===== src/rtl/razor_pkg.sv =====
// Shared regfile-writeback types and constants for the writeback port arbiter.
package razor_pkg;
   localparam int XLEN       = 32;
   localparam int REG_ADDR_W = 5;
   localparam int NUM_REGS   = 32;

   typedef struct packed {
      logic [REG_ADDR_W-1:0] rd;
      logic [XLEN-1:0]       data;
   } wb_req_t;

   // x0 is hardwired zero: nothing ever lands there or waits on it
   function automatic logic writes_reg(input logic [REG_ADDR_W-1:0] rd);
      return rd != '0;
   endfunction
endpackage


===== src/rtl/rr_arbiter.sv =====
// Round-robin one-hot arbiter; search starts at ptr and wraps, ptr moves past each winner.
module rr_arbiter #(
   parameter int N = 3
) (
   input  logic                 clk,
   input  logic                 rst,
   input  logic [N-1:0]         req,
   output logic [N-1:0]         gnt,
   output logic [$clog2(N)-1:0] gnt_idx
);
   localparam int PW = $clog2(N);
   // one spare bit so ptr+k never overflows before the wrap compare
   typedef logic [PW:0] idx_t;

   logic [PW-1:0] ptr;
   idx_t          cand;
   idx_t          nxt;
   logic          found;

   always_comb begin
      gnt     = '0;
      gnt_idx = '0;
      found   = 1'b0;
      cand    = '0;
      for (int k = 0; k < N; k++) begin
         cand = idx_t'(ptr) + idx_t'(k);
         if (cand >= idx_t'(N)) cand = cand - idx_t'(N);
         if (!found && req[cand[PW-1:0]]) begin
            found               = 1'b1;
            gnt[cand[PW-1:0]]   = 1'b1;
            gnt_idx             = cand[PW-1:0];
         end
      end
   end

   always_comb begin
      nxt = idx_t'(gnt_idx) + idx_t'(1);
      if (nxt == idx_t'(N)) nxt = '0;
   end

   always_ff @(posedge clk) begin
      if (rst)       ptr <= '0;
      else if (found) ptr <= nxt[PW-1:0];
   end
endmodule


===== src/rtl/wb_port_arbiter.sv =====
// Shares the regfile write port among NUM_REQ writeback sources and tracks
// outstanding destination registers for decode hazard stalls.
module wb_port_arbiter
   import razor_pkg::*;
#(
   parameter int NUM_REQ = 3,
   parameter int XLEN    = razor_pkg::XLEN
) (
   input  logic                                clk,
   input  logic                                rst,
   input  logic [NUM_REQ-1:0]                  req_valid,
   output logic [NUM_REQ-1:0]                  req_ready,
   input  logic [NUM_REQ-1:0][REG_ADDR_W-1:0]  req_rd,
   input  logic [NUM_REQ-1:0][XLEN-1:0]        req_data,
   input  logic                                rsv_valid,
   input  logic [REG_ADDR_W-1:0]               rsv_rd,
   output logic                                wbe_CONTROL,
   output logic [REG_ADDR_W-1:0]               rd_sel,
   output logic [XLEN-1:0]                     rd_in,
   output logic [NUM_REGS-1:0]                 busy_mask
);
   localparam int IW = $clog2(NUM_REQ);

   logic [NUM_REQ-1:0]    req_live;
   logic [NUM_REQ-1:0]    gnt;
   logic [IW-1:0]         gnt_idx;
   logic                  any_gnt;
   logic [REG_ADDR_W-1:0] sel_rd;
   logic [XLEN-1:0]       sel_data;
   logic [NUM_REGS-1:0]   busy_q;
   logic [NUM_REGS-1:0]   busy_d;

   // no grants while reset is asserted, so no handshake can complete
   assign req_live = rst ? '0 : req_valid;

   rr_arbiter #(.N(NUM_REQ)) u_arb (
      .clk     (clk),
      .rst     (rst),
      .req     (req_live),
      .gnt     (gnt),
      .gnt_idx (gnt_idx)
   );

   assign req_ready = gnt;
   assign any_gnt   = |gnt;
   assign sel_rd    = req_rd[gnt_idx];
   assign sel_data  = req_data[gnt_idx];

   // output stage reloads every cycle, so it never back-pressures the arbiter
   always_ff @(posedge clk) begin
      if (rst) begin
         wbe_CONTROL <= 1'b0;
         rd_sel      <= '0;
         rd_in       <= '0;
      end else begin
         wbe_CONTROL <= any_gnt && writes_reg(sel_rd);
         if (any_gnt) begin
            rd_sel <= sel_rd;
            rd_in  <= sel_data;
         end
      end
   end

   // release on commit first, then reserve, so a same-cycle reserve wins
   always_comb begin
      busy_d = busy_q;
      if (wbe_CONTROL) busy_d[rd_sel] = 1'b0;
      if (rsv_valid && writes_reg(rsv_rd)) busy_d[rsv_rd] = 1'b1;
      busy_d[0] = 1'b0;
   end

   always_ff @(posedge clk) begin
      if (rst) busy_q <= '0;
      else     busy_q <= busy_d;
   end

   assign busy_mask = busy_q;
endmodule


===== config.mk =====
export PLATFORM = sky130hd
export DESIGN_NAME = wb_port_arbiter
export DESIGN_NICKNAME = d
export VERILOG_FILES = /design/src/rtl/razor_pkg.sv /design/src/rtl/rr_arbiter.sv /design/src/rtl/wb_port_arbiter.sv
export SDC_FILE = /design/constraint.sdc
export NUM_CORES = 1
export LEC_CHECK = 0
export BUFFER_PORTS_ARGS = -buffer_cell sky130_fd_sc_hd__buf_2
export CAP_MARGIN = 30
export CORE_ASPECT_RATIO = 1.1
export CORE_MARGIN = 3
export CORE_UTILIZATION = 48
export CTS_BUF_LIST = sky130_fd_sc_hd__clkbuf_8
export DETAILED_ROUTE_END_ITERATION = 8
export GPL_ROUTABILITY_DRIVEN = 0
export PLACE_DENSITY = 0.82
export SLEW_MARGIN = 20
export SYNTH_ARGS = -nofsm -noshare
export SYNTH_HDL_FRONTEND = slang
export SYNTH_SLANG_ARGS = --single-unit

===== constraint.sdc =====
create_clock -name clk -period 3.1 [get_ports clk]
set_clock_uncertainty 0.1 [all_clocks]
set_input_delay 0.465 -clock clk [delete_from_list [all_inputs] [get_ports clk]]
set_output_delay 0.465 -clock clk [all_outputs]
set_load 0.02 [all_outputs]

==> impl_metrics.yaml, run 1 <==
power_and_ir_drop:
  total_power_w: 0.00352
  max-vdd-ir-drop_mv: 0.410
  powerDensity_nw_per_um2: 653
  p_leak_nw: 2.64
routing:
  wl_um: 12100
  drc_errors: 0
  num_vias: 4022
  wl_per_cell_um: 16.3
  vias_per_cell: 5.43
  antenna_left: 0
  drt_first_pass_iters: 5
  drt_iter0_markers: 156
sta:
  period_needed_ns: 3.02
  fmax_ghz: 0.331
  slew_headroom_pct: 36.8
  fin_hold_ws_ns: 0.293
  tightest_slew_ns: 0.946
  finalSetupViolations: 0
  maxSlewViolCount: 0
  period_share_pct: 97.5
  hold_viol_final: 0
die:
  die_w_um: 93.9
  row_count: 34
  dieHeight_um: 103
  core_area_um2: 8080
  start_util_pct: 50.5
  die-area_um2: 9640
  num_io_pins: 195
global_route:
  grt_pass1_wl_um: 18600
  grt_pass1_vias: 4013
  grt_overflow: 0
  grt_max_degree: 45
  grt_antenna_before_repair: 0
  grtUsageTotal_pct: 24.2
synth:
  ys_seq_area_share_pct: 34.8
  synthTopCellsByArea: "dfxtp_1, mux2i_1, mux2_1"
  yosysTopAreaCellShare_pct: 34.8
  synth_fp_nets: 565
  synth_warnings: 0
  syn_inst: 439
  syn_area_per_cell_um2: 9.29
  synth_edf_count: 0
  async_reset_ff_share_pct: 0
  netlist-cell-type-count: 43
  yosysTopAreaCell: "dfxtp_1"
  syn-cell-area_um2: 4080
  synthFlopType: "dfxtp_1"
  synth-seq-cells: 71
final_layout:
  final_common_cell: "buf_2"
  mostFrequentLayoutCells: "buf_2, mux2i_1, dfxtp_1, nand2b_1"
  num_antenna_cells: 0
  drive_gt1_share_pct: 36.8
  fin_util_pct: 66.7
  finalNetCount: 754
  instances_no_fill: 741
  syn_to_final_growth_pct: 32.2
critical_path:
  cp.arrival_ns: 2.46
  crit_type: "reg2out"
  required_ns: 2.53
  cp-start-kind: "flip-flop"
  r2r_slack_ns: 0.12
  end_kind: "output pin"
  cp_max_fo: 9
  worstRegToRegCells: 10
  rr_startpoint: "u_arb.ptr[0]"
  r2r-end: "rd_in[22]"
clocking:
  clk_latency_ns: 0.35
  cts_root_buffer: "clkbuf_8"
  clk_pin_slew_ns: 0.09
  cts_tree: "built"
  clock-sinks: 71
  cts-buffers-inserted: 9
  clock_path_buffers: 2
  cts.htree.levels: 3
place:
  hpwlAfterDp_um: 9150
  io_buffer_count: 193
  dp_cells: 724
worst_hold_path:
  hold_depth: 3
  min_from: "req_data[83]"
  hold_end: "rd_in[19]"
  hold_path.class: "in2reg"
outcome:
  status: "completed"
job:
  cap_violations: 0
[worst max-delay path: stages, from the launching register on]
cell and delay (ns):
dfxtp_1 0.36, inv_1 0.09, ha_2 0.41, or3b_1 0.41, a311oi_4 0.35, buf_4 0.17
o21bai_1 0.12, buf_2 0.20
[kinds of logic after synthesis]
kind of cell / Yosys count / synth area share, %
flops: 71 / 34.8
fa+ha+maj: 4 / 1.23
mux: 117 / 30.3
compound gates: 88 / 12.3
buf+inv: 36 / 4.51
other cells: 1 / 0.0919
simple gates: 122 / 16.7
[per-layer routing]
metal | GRT usage, % | vias up | wire length (µm)
li1 | - | 1940 | -
met1 | 27.4 | 1887 | 4610
met2 | 44.4 | 183 | 6430
met3 | 5.99 | 12 | 910
met4 | 7.78 | 0 | 102
met5 | 0 | - | 0
[state kept, by name (all words and copies together) (netlist names)]
register / count
rd_in: 32
wbe_CONTROL: 1
busy_mask: 31
u_arb.ptr: 2
rd_sel: 5
[cell usage after synthesis (2+ instances only)]
master     n
buf_6      4
dfxtp_1   71
nor3_1     3
clkbuf_1  12
o21bai_1   3
mux2i_1   78
nand3b_1   6
ha_1       4
inv_1      7
and3b_1    2
and3_1     2
o21ai_0   34
nor2_1     9
o21a_1     2
or3_1      2
or4_1      3
nand2b_1  43
mux2_1    37
nand2_1   37
buf_2     12
nand3_1    3
nor3b_1    4
a31oi_1    2
or3b_1     5
a21oi_1   36
[how the worst max path moves through the flow]
stage | from | slack (ns) | to | depth (start not counted)
global route | u_arb.ptr[0] | -0.06 | req_ready[1] | 7
global placement | u_arb.ptr[0] | -0.005 | rd_in[15] | 9
detailed placement | u_arb.ptr[0] | 0.07 | rd_in[22] | 9
CTS | u_arb.ptr[0] | 0.04 | req_ready[1] | 7
floorplan | u_arb.ptr[0] | 0.39 | rd_in[18] | 11
finish | u_arb.ptr[0] | 0.08 | req_ready[1] | 7
[where the power goes]
part           total, W  switching (W)  internal [W]
sequential      0.00130       0.000170       0.00113
combinational   0.00152       0.000877      0.000642
clock          0.000707       0.000402      0.000306
total           0.00352        0.00145       0.00207
[metrics by stage]
stage	TNS (ns)	area (µm²)	setup WS, ns
global placement	-0.00486	5150	-0.00486
detailed placement	0	5180	0.0696
global route	-0.133	5390	-0.0648
floorplan	0	4080	0.386
finish	0	5390	0.0769
CTS	0	5370	0.0407
[timing repair]
action / 4_1_cts / 5_1_grt
hold buffers: 0 / 0
resized for setup: 1 / 2
setup buffers: 0 / 1
setup endpoints to repair: 1 / 2
pin swaps: 0 / 1
endpoints found under the hold margin: 0 / 0
[layout make-up]
type,count,area (µm²)
clock buffers,9,124
well taps,108,135
multi-input cells,332,2520
inverters,7,26.3
flip-flops and latches,71,1420
repair buffers,207,1100
fillers,677,2690
clock inverters,7,61.3
No activity file was read; power rests on OpenSTA's default activity.
==> inputs of run 2 (changes only) <==
--- a/config.mk
+++ b/config.mk
@@ -17,4 +17,5 @@
 export SLEW_MARGIN = 20
 export SYNTH_ARGS = -nofsm -noshare
 export SYNTH_HDL_FRONTEND = slang
+export SYNTH_HIERARCHICAL = 1
 export SYNTH_SLANG_ARGS = --single-unit
==> impl_metrics.yaml, run 2 <==
job:
  cap_violations: 0
critical_path:
  r2r-end: "rd_in[9]"
  cp_max_fo: 47
  cp-start-kind: "flip-flop"
  rr_startpoint: "u_arb/ptr[1]"
  cp.arrival_ns: 3.09
  startpoint: "u_arb/ptr[1]"
  end_kind: "flip-flop"
  r2r_slack_ns: 0.16
  required_ns: 3.25
  worstRegToRegCells: 10
  crit_type: "reg2reg"
sta:
  fmax_ghz: 0.340
  period_needed_ns: 2.94
  tightest_slew_ns: 0.953
  slew_headroom_pct: 36.3
  tns_ns: 0
  rsz0062_at_grt: "no"
  maxSlewViolCount: 0
  finalSetupViolations: 0
  hold_viol_final: 0
  postLayoutSetupSlackWorst_ns: 0.158
  period_share_pct: 94.9
synth:
  synthFlopType: "dfxtp_1"
  synthTopCellsByArea: "dfxtp_1, mux2i_1, a21oi_1"
  synth_fp_nets: 601
  syn_area_per_cell_um2: 8.31
  synth_most_common_cell: "nor2_1"
  syn-cell-area_um2: 3950
  ys_seq_area_share_pct: 36.0
  syn_inst: 475
  synth_warnings: 6
  yosysTopAreaCellShare_pct: 36.0
  yosysTopAreaCell: "dfxtp_1"
  netlist-cell-type-count: 45
  synth-seq-cells: 71
  synth.cells.most_frequent: "nor2_1, dfxtp_1, a21oi_1"
  async_reset_ff_share_pct: 0
  synth_edf_count: 0
die:
  start_util_pct: 49.6
  dieHeight_um: 101
  core_area_um2: 7960
  die_w_um: 92.5
  die-area_um2: 9350
  num_io_pins: 195
  row_count: 34
final_layout:
  finalNetCount: 781
  max_flop_register: "rd_in"
  mostFrequentLayoutCells: "buf_2, nor2_1, dfxtp_1, a21oi_1, nand2_1"
  drive_gt1_share_pct: 35.2
  syn_to_final_growth_pct: 28.3
  largest_reg_flops: 32
  final_common_cell: "buf_2"
clocking:
  cts.htree.levels: 3
  clk_latency_ns: 0.34
  cts-buffers-inserted: 9
  cts_tree: "built"
  cts_setup_buffers: 0
  clock_path_buffers: 2
  clk_pin_slew_ns: 0.07
  cts_root_buffer: "clkbuf_8"
  clock-sinks: 71
routing:
  wl_um: 11800
  num_vias: 4229
  antenna_left: 0
  drt_iter0_markers: 196
  wl_per_cell_um: 15.4
  drc_errors: 0
  drt_first_pass_iters: 5
  vias_per_cell: 5.50
global_route:
  grt_overflow: 0
  grt_max_degree: 48
  grt_antenna_before_repair: 0
  grtUsageTotal_pct: 24.6
  grt_pass1_vias: 3938
  grt_pass1_wl_um: 18500
worst_hold_path:
  hold_depth: 3
  hold_path.class: "in2reg"
  min_from: "req_data[50]"
  hold_end: "rd_in[18]"
power_and_ir_drop:
  powerDensity_nw_per_um2: 941
  p_leak_nw: 2.27
  max-vdd-ir-drop_mv: 0.962
place:
  hpwlAfterDp_um: 8810
  io_buffer_count: 193
  pre_cts_slack_ns: 0.0817
outcome:
  status: "completed"
-- run 2: cell types whose count changed in the layout (fill, tap and decap cells not counted), sizes merged, moves of 3 or more --
cell | before | now
nor2b | 1 | 7
o21bai | 3 | 0
inv | 11 | 4
mux2i | 79 | 43
or3b | 5 | 2
o2bb2ai | 1 | 5
a211oi | 1 | 34
or4 | 3 | 0
mux2 | 38 | 2
nor2 | 9 | 77
nand2b | 43 | 2
nand2 | 37 | 45
a21oi | 36 | 70
-- run 2: final cells by class --
cell class / instances / area (µm²)
fillers: 724 / 2890
multi-input cells: 364 / 2170
flip-flops and latches: 71 / 1420
repair buffers: 205 / 1110
clock buffers: 11 / 151
well taps: 108 / 135
clock inverters: 5 / 56.3
inverters: 4 / 15.0
diodes: 1 / 2.50
-- run 2: how the worst max path moves through the flow --
stage	end	slack (ns)	cells after the start
floorplan	rd_sel[0]	0.09	13
global placement	wbe_CONTROL	0.24	11
detailed placement	rd_in[17]	0.08	9
CTS	rd_in[17]	0.16	10
global route	rd_in[29]	0.02	10
finish	rd_in[9]	0.16	10
-- run 2: through the flow --
stage	cell area, µm²	std cells	util [%]	hold WS (ns)	power [W]
floorplan	3950	475	-	0.444	0.00354
detailed placement	4840	752	60.9	0.363	0.00397
CTS	5050	768	63.5	0.323	0.00475
global route	5060	768	63.7	0.328	0.00512
global placement	4840	752	60.9	0.359	0.00389
finish	5070	769	63.7	0.340	0.00477
-- run 2: repair_timing --
action                                  4_1_cts  5_1_grt
hold buffers                                  0        0
endpoints found under the setup margin        0       38
resized for setup                             0        4
-- run 2: cell families (layout without fill, tap and decap cells) --
family / after synthesis / in the layout / share of synthesized area (%)
other: 1 / 2 / 0.0950
and+or+nand+nor: 162 / 162 / 18.4
DFF: 71 / 71 / 36.0
muxes: 45 / 45 / 11.7
AOI/OAI and AO/OA: 152 / 152 / 22.8
adders and majority gates: 4 / 4 / 1.27
buffers and inverters: 40 / 225 / 9.73
-- run 2: report_power, final --
| part | total, W | leakage (nW) | switching [W] | internal (W) |
|---|---|---|---|---|
| registers | 0.00127 | 0.582 | 0.000149 | 0.00112 |
| logic | 0.00273 | 1.59 | 0.00166 | 0.00107 |
| clock network | 0.000762 | 0.105 | 0.000348 | 0.000414 |
-- run 2: metal layers --
metal / part of all wire, % / GRT usage, %
met1: 40 / 29.9
met2: 51 / 43.1
met3: 6.9 / 5.38
met4: 2.5 / 8.69
met5: 0 / 0
-- run 2: critical path, stage by stage (launching register included) --
cell and delay (ns):
dfxtp_1 0.37, inv_1 0.09, ha_1 0.21, buf_4 0.17, mux2i_1 0.16, or2_2 0.36, a32oi_1 0.26, o21ai_1 0.12
or3_2 0.54, buf_12 0.20, a211oi_1 0.25
==> inputs of run 3 (changes only) <==
--- a/config.mk
+++ b/config.mk
@@ -13,7 +13,9 @@
 export CTS_BUF_LIST = sky130_fd_sc_hd__clkbuf_8
 export DETAILED_ROUTE_END_ITERATION = 8
 export GPL_ROUTABILITY_DRIVEN = 0
+export HOLD_SLACK_MARGIN = 0.03
 export PLACE_DENSITY = 0.82
+export SETUP_SLACK_MARGIN = 0.5
 export SLEW_MARGIN = 20
 export SYNTH_ARGS = -nofsm -noshare
 export SYNTH_HDL_FRONTEND = slang
==> impl_metrics.yaml, run 3 (synthesis gave the netlist of run 2 again) <==
final_layout:
  drive_gt1_share_pct: 50.4
  num_antenna_cells: 0
  final_common_cell: "buf_2"
  max_flop_register: "rd_in"
  fillers: 541
  finalNetCount: 810
  mostFrequentLayoutCells: "buf_2, dfxtp_1, a21oi_1, nor2_1, nand2_1"
  syn_to_final_growth_pct: 52.2
  largest_reg_flops: 32
sta:
  period_share_pct: 88.2
  tightest_slew_ns: 0.953
  finalSetupViolations: 0
  maxSlewViolCount: 0
  postLayoutSetupSlackWorst_ns: 0.366
  rsz0062_at_grt: "yes"
  fin_hold_ws_ns: 0.340
  slew_headroom_pct: 36.4
  hold_viol_final: 0
  period_needed_ns: 2.73
  fmax_ghz: 0.366
  tns_ns: 0
die:
  core_area_um2: 7960
  start_util_pct: 49.6
  row_count: 34
  num_io_pins: 195
  dieHeight_um: 101
  die_w_um: 92.5
  die-area_um2: 9350
routing:
  wl_per_cell_um: 19.5
  wl_um: 15600
  vias_per_cell: 5.87
  antenna_left: 0
  num_vias: 4680
  drt_first_pass_iters: 5
  drc_errors: 0
  drt_iter0_markers: 222
critical_path:
  cp.arrival_ns: 2.89
  required_ns: 3.25
  crit_type: "reg2reg"
  cp-start-kind: "flip-flop"
  cp_max_fo: 7
  end_kind: "flip-flop"
power_and_ir_drop:
  p_leak_nw: 2.59
  powerDensity_nw_per_um2: 1110
  max-vdd-ir-drop_mv: 0.587
global_route:
  grtUsageTotal_pct: 27.0
  grt_pass1_vias: 4181
  grt_pass1_wl_um: 20200
  grt_overflow: 0
  grt_max_degree: 49
  grt_antenna_before_repair: 0
clocking:
  clk_pin_slew_ns: 0.09
  clock_path_buffers: 2
  cts_tree: "built"
  cts-buffers-inserted: 9
  clk_latency_ns: 0.34
  clock-sinks: 71
  cts.htree.levels: 3
  cts_root_buffer: "clkbuf_8"
place:
  pre_cts_slack_ns: 0.0758
  io_buffer_count: 193
  hpwlAfterDp_um: 8770
job:
  cap_violations: 0
worst_hold_path:
  hold_path.class: "in2reg"
outcome:
  status: "completed"
## run 3: cell count changes in the layout (fill, tap and decap cells not counted), moves of 15 or more
| cell | delta |
|---|---|
| a211oi_2 | +25 |
| a211oi_1 | -25 |
| nor2_2 | +21 |
| nor2_1 | -23 |
| a21oi_1 | -15 |
## run 3: path summary, 6_finish.rpt
kind,cells after the start,to,slack (ns),from
worst max-delay path,13,rd_in[17],0.37,u_arb/ptr[1]
worst min-delay path,3,wbe_CONTROL,0.34,req_rd[8]
worst min register to register,2,busy_mask[27],0.38,busy_mask[27]
worst max register to register,13,rd_in[17],0.37,u_arb/ptr[1]
## run 3: per-layer routing
| metal | track usage, % | up-vias | part of all wire [%] |
|---|---|---|---|
| met3 | 6.20 | 76 | 7.8 |
| met1 | 30.6 | 2211 | 35 |
| met5 | 0 | - | 0 |
| li1 | - | 2106 | - |
| met4 | 11.1 | 0 | 6.0 |
| met2 | 49.0 | 287 | 51 |
## run 3: repair_timing
action / CTS / global route
gates resized for setup: 32 / 47
hold buffers: 0 / 0
setup endpoints to repair: 41 / 41
setup buffers: 14 / 5
gates cloned: 4 / 9
pin swaps: 10 / 17
## run 3: layout make-up
cell class,instances,area (µm²),area share [%]
clock buffer,9,124,2.06
sequential,71,1430,23.7
multi-input combinational,364,2610,43.4
clock inverter,7,62.6,1.04
tap,108,135,2.25
timing repair buffer,234,1640,27.2
inverter,4,15.0,0.250
## run 3: power by group
part / switching [W] / total (W) / internal (W)
registers: 0.000179 / 0.00130 / 0.00112
logic: 0.00248 / 0.00463 / 0.00215
clock network: 0.000412 / 0.000719 / 0.000307
## run 3: worst max-delay path, cell delays in order (launching register included)
cell	delay, ns
dfxtp_2	0.33
inv_2	0.08
ha_4	0.15
mux2_4	0.31
mux2_4	0.30
buf_12	0.15
mux2i_4	0.18
buf_12	0.16
buf_12	0.13
buf_16	0.14
mux2i_1	0.13
nor2_1	0.18
a21oi_1	0.07
a211oi_1	0.24
## run 3: metrics by stage
| step | total power (W) | std cells | util (%) | cell area [µm²] |
|---|---|---|---|---|
| 3_5_place_dp | 0.00425 | 749 | 62.9 | 5000 |
| 3_3_place_gp | 0.00415 | 749 | 62.9 | 5000 |
| 5_1_grt | 0.00696 | 797 | 75.6 | 6010 |
| 4_1_cts | 0.00561 | 783 | 70.2 | 5590 |
| 2_1_floorplan | 0.00387 | 475 | - | 4180 |
| 6_report | 0.00665 | 797 | 75.6 | 6010 |
